--- src/rtl/mem_arbiter.sv ---
// Two-port arbiter for the shared instruction/data memory: CPU datapath (port 0) and I/O loader (port 1).
// Round-robin on contention, fixed wait states per access, one-cycle ack to the winner.
//
// state  | meaning
// IDLE   | no access in flight; arbitrate among pending requests
// ACCESS | mem_en held for WAIT_CYCLES cycles with latched fields
// RESP   | pulse grantee's ack for one cycle, then back to IDLE
module mem_arbiter #(
    parameter int ADDR_W      = 16,
    parameter int DATA_W      = 16,
    parameter int WAIT_CYCLES = 2
) (
    input  logic              clock,
    input  logic              reset,
    input  logic              cpu_req,
    input  logic              cpu_we,
    input  logic [ADDR_W-1:0] cpu_addr,
    input  logic [DATA_W-1:0] cpu_wdata,
    output logic [DATA_W-1:0] cpu_rdata,
    output logic              cpu_ack,
    input  logic              io_req,
    input  logic              io_we,
    input  logic [ADDR_W-1:0] io_addr,
    input  logic [DATA_W-1:0] io_wdata,
    output logic [DATA_W-1:0] io_rdata,
    output logic              io_ack,
    output logic              mem_en,
    output logic              mem_we,
    output logic [ADDR_W-1:0] mem_addr,
    output logic [DATA_W-1:0] mem_wdata,
    input  logic [DATA_W-1:0] mem_rdata,
    output logic              busy,
    output logic              owner
);

    typedef enum logic [1:0] {
        IDLE   = 2'd0,
        ACCESS = 2'd1,
        RESP   = 2'd2
    } state_t;

    localparam int               CNT_W    = 4;
    localparam logic [CNT_W-1:0] CNT_LOAD = CNT_W'(WAIT_CYCLES - 1);

    state_t            state_q, state_d;
    logic [CNT_W-1:0]  cnt_q, cnt_d;
    logic              owner_q, owner_d;
    logic              we_q, we_d;
    logic [ADDR_W-1:0] addr_q, addr_d;
    logic [DATA_W-1:0] wdata_q, wdata_d;
    logic [DATA_W-1:0] cpu_rdata_q, cpu_rdata_d;
    logic [DATA_W-1:0] io_rdata_q, io_rdata_d;
    logic              grant_io;

    always_ff @(posedge clock) begin
        if (reset) begin
            state_q     <= IDLE;
            cnt_q       <= '0;
            owner_q     <= 1'b1;
            we_q        <= 1'b0;
            addr_q      <= '0;
            wdata_q     <= '0;
            cpu_rdata_q <= '0;
            io_rdata_q  <= '0;
        end else begin
            state_q     <= state_d;
            cnt_q       <= cnt_d;
            owner_q     <= owner_d;
            we_q        <= we_d;
            addr_q      <= addr_d;
            wdata_q     <= wdata_d;
            cpu_rdata_q <= cpu_rdata_d;
            io_rdata_q  <= io_rdata_d;
        end
    end

    always_comb begin
        state_d     = state_q;
        cnt_d       = cnt_q;
        owner_d     = owner_q;
        we_d        = we_q;
        addr_d      = addr_q;
        wdata_d     = wdata_q;
        cpu_rdata_d = cpu_rdata_q;
        io_rdata_d  = io_rdata_q;
        grant_io    = 1'b0;
        case (state_q)
            IDLE: begin
                if (cpu_req || io_req) begin
                    // On contention the port that did not win last time goes first.
                    grant_io = io_req && (!cpu_req || !owner_q);
                    owner_d  = grant_io;
                    we_d     = grant_io ? io_we    : cpu_we;
                    addr_d   = grant_io ? io_addr  : cpu_addr;
                    wdata_d  = grant_io ? io_wdata : cpu_wdata;
                    cnt_d    = CNT_LOAD;
                    state_d  = ACCESS;
                end
            end
            ACCESS: begin
                if (cnt_q == '0) begin
                    if (!we_q) begin
                        if (owner_q) io_rdata_d  = mem_rdata;
                        else         cpu_rdata_d = mem_rdata;
                    end
                    state_d = RESP;
                end else begin
                    cnt_d = cnt_q - CNT_W'(1);
                end
            end
            RESP:    state_d = IDLE;
            default: state_d = IDLE;
        endcase
    end

    assign mem_en    = (state_q == ACCESS);
    assign mem_we    = (state_q == ACCESS) && we_q;
    assign mem_addr  = addr_q;
    assign mem_wdata = wdata_q;
    assign cpu_ack   = (state_q == RESP) && !owner_q;
    assign io_ack    = (state_q == RESP) && owner_q;
    assign cpu_rdata = cpu_rdata_q;
    assign io_rdata  = io_rdata_q;
    assign busy      = (state_q != IDLE);
    assign owner     = owner_q;

endmodule

--- config.mk ---
export PLATFORM = sky130hd
export DESIGN_NAME = mem_arbiter
export DESIGN_NICKNAME = d
export VERILOG_FILES = /design/src/rtl/mem_arbiter.sv
export SDC_FILE = /design/constraint.sdc
export NUM_CORES = 1
export LEC_CHECK = 0
export BUFFER_PORTS_ARGS = -buffer_cell sky130_fd_sc_hd__clkbuf_2
export CORE_UTILIZATION = 45
export DETAILED_ROUTE_END_ITERATION = 8
export PLACE_DENSITY_LB_ADDON = 0.1
export SYNTH_ARGS = -nofsm -noshare
export SYNTH_HDL_FRONTEND = slang
export SYNTH_SLANG_ARGS = --single-unit
--- constraint.sdc ---
create_clock -name clock -period 2.45 [get_ports clock]
set_input_delay 0.3675 -clock clock [delete_from_list [all_inputs] [get_ports clock]]
set_output_delay 0.3675 -clock clock [all_outputs]
set_load 0.02 [all_outputs]
==> impl_metrics.csv <==
group,metric,value,unit
synthesis,yosysTopAreaCellShare,47.0,%
synthesis,ys_seq_elements,72,
worst_setup_path,critPathTopFamily,"simple AND/OR/NAND/NOR gates",
synthesis,synth_top_flop_cell,"dfxtp_1",
pwr,switchingPower,0.861,mW
placed_design,routabilityCongestion,0.739,
worst_setup_path,critPathBufInv,1,
synthesis,ys_top_cells_by_area,"dfxtp_1 (47%), mux2i_1 (21%), nand2b_1 (10%)",
detailed_routing,wl,6670,µm
die,die_area,0.00715,mm²
sta,tightest_slew,0.605,ns
worst_setup_path,crit_path_cell_trace,"inv_1 > ha_1 > or3b_1 > or4_1 > mux2i_1",
sta,relSlewSlack,59.5,%
die,row_count,29,
die,ios,156,
sta,setup_viol,0,
detailed_routing,wl_per_cell,13.0,µm
final_layout,nFillCells,560,
status,violations,"DRC",
worst_setup_path,cp_slowest_cell,"or4_1",
pwr,p_sw_share,27.7,%
pwr,p_per_area,746,mW/mm²
sta,fin_skew,0.00903,ns
detailed_routing,drc,6,
final_layout,instances_no_fill,514,
final_layout,multi_input_area,0.00152,mm²
cts,cts_tree,"yes",
grt,grt_first_pass_wirelength,10400,µm
grt,grt_pass1_vias,2336,
cts,path_clk_slew,0.08,ns
placed_design,placedCellCount,498,
cts,cts_setup_buffers,0,
sta,setup_slack,0.421,ns
worst_setup_path,cp.required,2.66,ns
sta,layout_worst_path_cycle_share,82.8,%
cts,cts_hold_buf,0,
detailed_routing,first_iter_violations,104,
synthesis,mappedNetlistNets,370,
sta,final.min_clock_period,2.03,ns
placed_design,dpl-instance-area,0.00392,mm²
worst_setup_path,cp-start-kind,"flip-flop",
worst_setup_path,arrival,2.24,ns
final_layout,final_area,0.00416,mm²
placed_design,hpwl,4930,µm
grt,grt-ovfl-total,0,
synthesis,syn_area,0.00307,mm²
final_layout,regArea,0.00144,mm²
grt,antenna_found_initial,0,
worst_setup_path,worstSetupPathType,"flip-flop to flip-flop",
flow_run,maxCapViolCount,0,
sta,finalHoldViolations,0,
cts,cts_buffer_depth,2,
detailed_routing,vias_per_cell,4.92,
detailed_routing,firstDrtPassIters,8,
final_layout,drive_above_1_share,41.6,%
pwr,power.leakage,1.99,nW
placed_design,dp_slack,0.471,ns
cts,clock-root-buffer,"clkbuf_8",
die,start_util,47.5,%
pwr,seqPwrFrac,43.0,%
worst_setup_path,worstPathMaxFanout,6,
sta,max_freq,493,MHz
synthesis,ys_types,28,
synthesis,synth-async-reset-ratio,0,%
pwr,power.internal,2.24,mW
cts,cts_resized,0,
worst_setup_path,crit_path_end_kind,"flip-flop",
pwr,clkPwrFrac,36.6,%
grt,grt_usage,18.4,%
status,run_status,"finished, violations left",
synthesis,syn-instance-count,282,
placed_design,port_buffers,155,
cts,clkLatencyLatePin,0.33,ns
synthesis,synth_edf_count,0,
grt,grt_max_degree,56,
cts,cts_sinks,72,
detailed_routing,final_antenna_net_count,0,
worst_setup_path,slowest_delay,0.63,ns
synthesis,yosys.area.top_type,"dfxtp_1",
sta,drv_slew,0,
pwr,ir_drop,0.448,mV
pwr,comb_power_share,20.4,%
cts,htreeDepth,3,
final_layout,finalNetCount,520,
synthesis,yosysWarnings,0,
synthesis,avgSynthCellArea,10.9,µm²
die,die_h,84.5,µm
synthesis,yosysSeqAreaShare,47.0,%
final_layout,areaGrowthSynthToFinish,35.7,%
die,dieWidth,84.5,µm
cts,numCtsBuffers,9,
hold_path,hp-class,"input port to flip-flop",
sta,finalSetupTns,0,ns
detailed_routing,vias,2527,
final_layout,antenna_cells,0,
die,core,0.00646,mm²
sta,rsz0062_at_grt,"no",
-- flip-flops by register name, indices dropped and copies added (netlist names) --
signal     cells
cpu_rdata     16
io_rdata      16
mem_addr      16
mem_wdata     16
cnt_q          4
state_q        2
owner          1
we_q           1
-- per-layer routing --
metal,wire [µm],track usage (%),share of wire [%],vias up
met3,434,4.62,6.5,6
met1,2960,23.0,44,1133
met2,3210,30.1,48,82
met4,66,8.32,0.99,0
li1,-,-,-,1306
met5,0,0,0,-
-- logic make-up after synthesis --
| kind of cell | synth area share, % |
|---|---|
| buffers and inverters | 4.04 |
| AOI/OAI and AO/OA | 12.2 |
| and+or+nand+nor | 14.7 |
| muxes | 21.2 |
| adders and majority gates | 0.816 |
| DFF | 47.0 |
-- worst register-to-register path, cell delays in order, from the launching register on --
cell and delay, ns:
dfxtp_1 0.32, inv_1 0.11, ha_1 0.18, or3b_1 0.48, or4_1 0.64, mux2i_1 0.19
-- cells in the mapped netlist (2+ instances only) --
library cell	n
or3_1	3
or4_1	3
buf_2	9
nor3_1	2
mux2i_1	65
ha_1	2
o2bb2ai_1	33
o21ai_0	2
nor2_1	3
dfxtp_1	72
a21oi_1	5
nand2b_1	49
inv_1	6
clkbuf_1	12
nor3b_1	3
-- power by group through the flow --
stage | sequential, mW | combinational (mW) | clock (mW)
5_1_grt | 1.35 | 0.687 | 1.20
4_1_cts | 1.34 | 0.641 | 1.16
3_5_place_dp | 1.36 | 0.640 | 0
3_3_place_gp | 1.36 | 0.633 | 0
2_1_floorplan | 1.47 | 0.303 | 0
6_report | 1.34 | 0.634 | 1.13
-- placed cells by master (no fill, tap or decap), types with 4 or more instances in the layout --
master,synthesis,routed
mux2i_1,65,65
buf_4,0,5
clkbuf_8,0,10
inv_1,6,6
o2bb2ai_1,33,33
dfxtp_1,72,72
clkbuf_2,0,155
a21oi_1,5,4
nand2b_1,49,49
-- stage by stage --
step	total power, mW	utilization [%]	hold slack (ns)
after detailed placement	2.00	60.6	0.447
after global routing	3.24	64.4	0.287
after floorplan	1.77	-	0.463
after global placement	1.99	60.6	0.443
after CTS	3.14	64.4	0.277
final	3.10	64.4	0.293
-- layout make-up --
| class | count | share of cell area [%] |
|---|---|---|
| Multi-Input combinational cell | 182 | 36.6 |
| Tap cell | 77 | 2.32 |
| Timing Repair Buffer | 161 | 20.0 |
| Sequential cell | 72 | 34.6 |
| Inverter | 6 | 0.541 |
| Clock buffer | 11 | 3.40 |
| Clock inverter | 5 | 2.50 |
-- final timing paths --
kind / start / end / slack [ns] / cells past startpoint
worst max-delay path: cnt_q[0] / cpu_rdata[12] / 0.42 / 5
worst min-delay path: mem_rdata[2] / io_rdata[2] / 0.29 / 3
worst max register to register: cnt_q[0] / cpu_rdata[12] / 0.42 / 5
worst min register to register: mem_addr[10] / mem_addr[10] / 0.46 / 1
No activity file was read; power rests on OpenSTA's default activity.
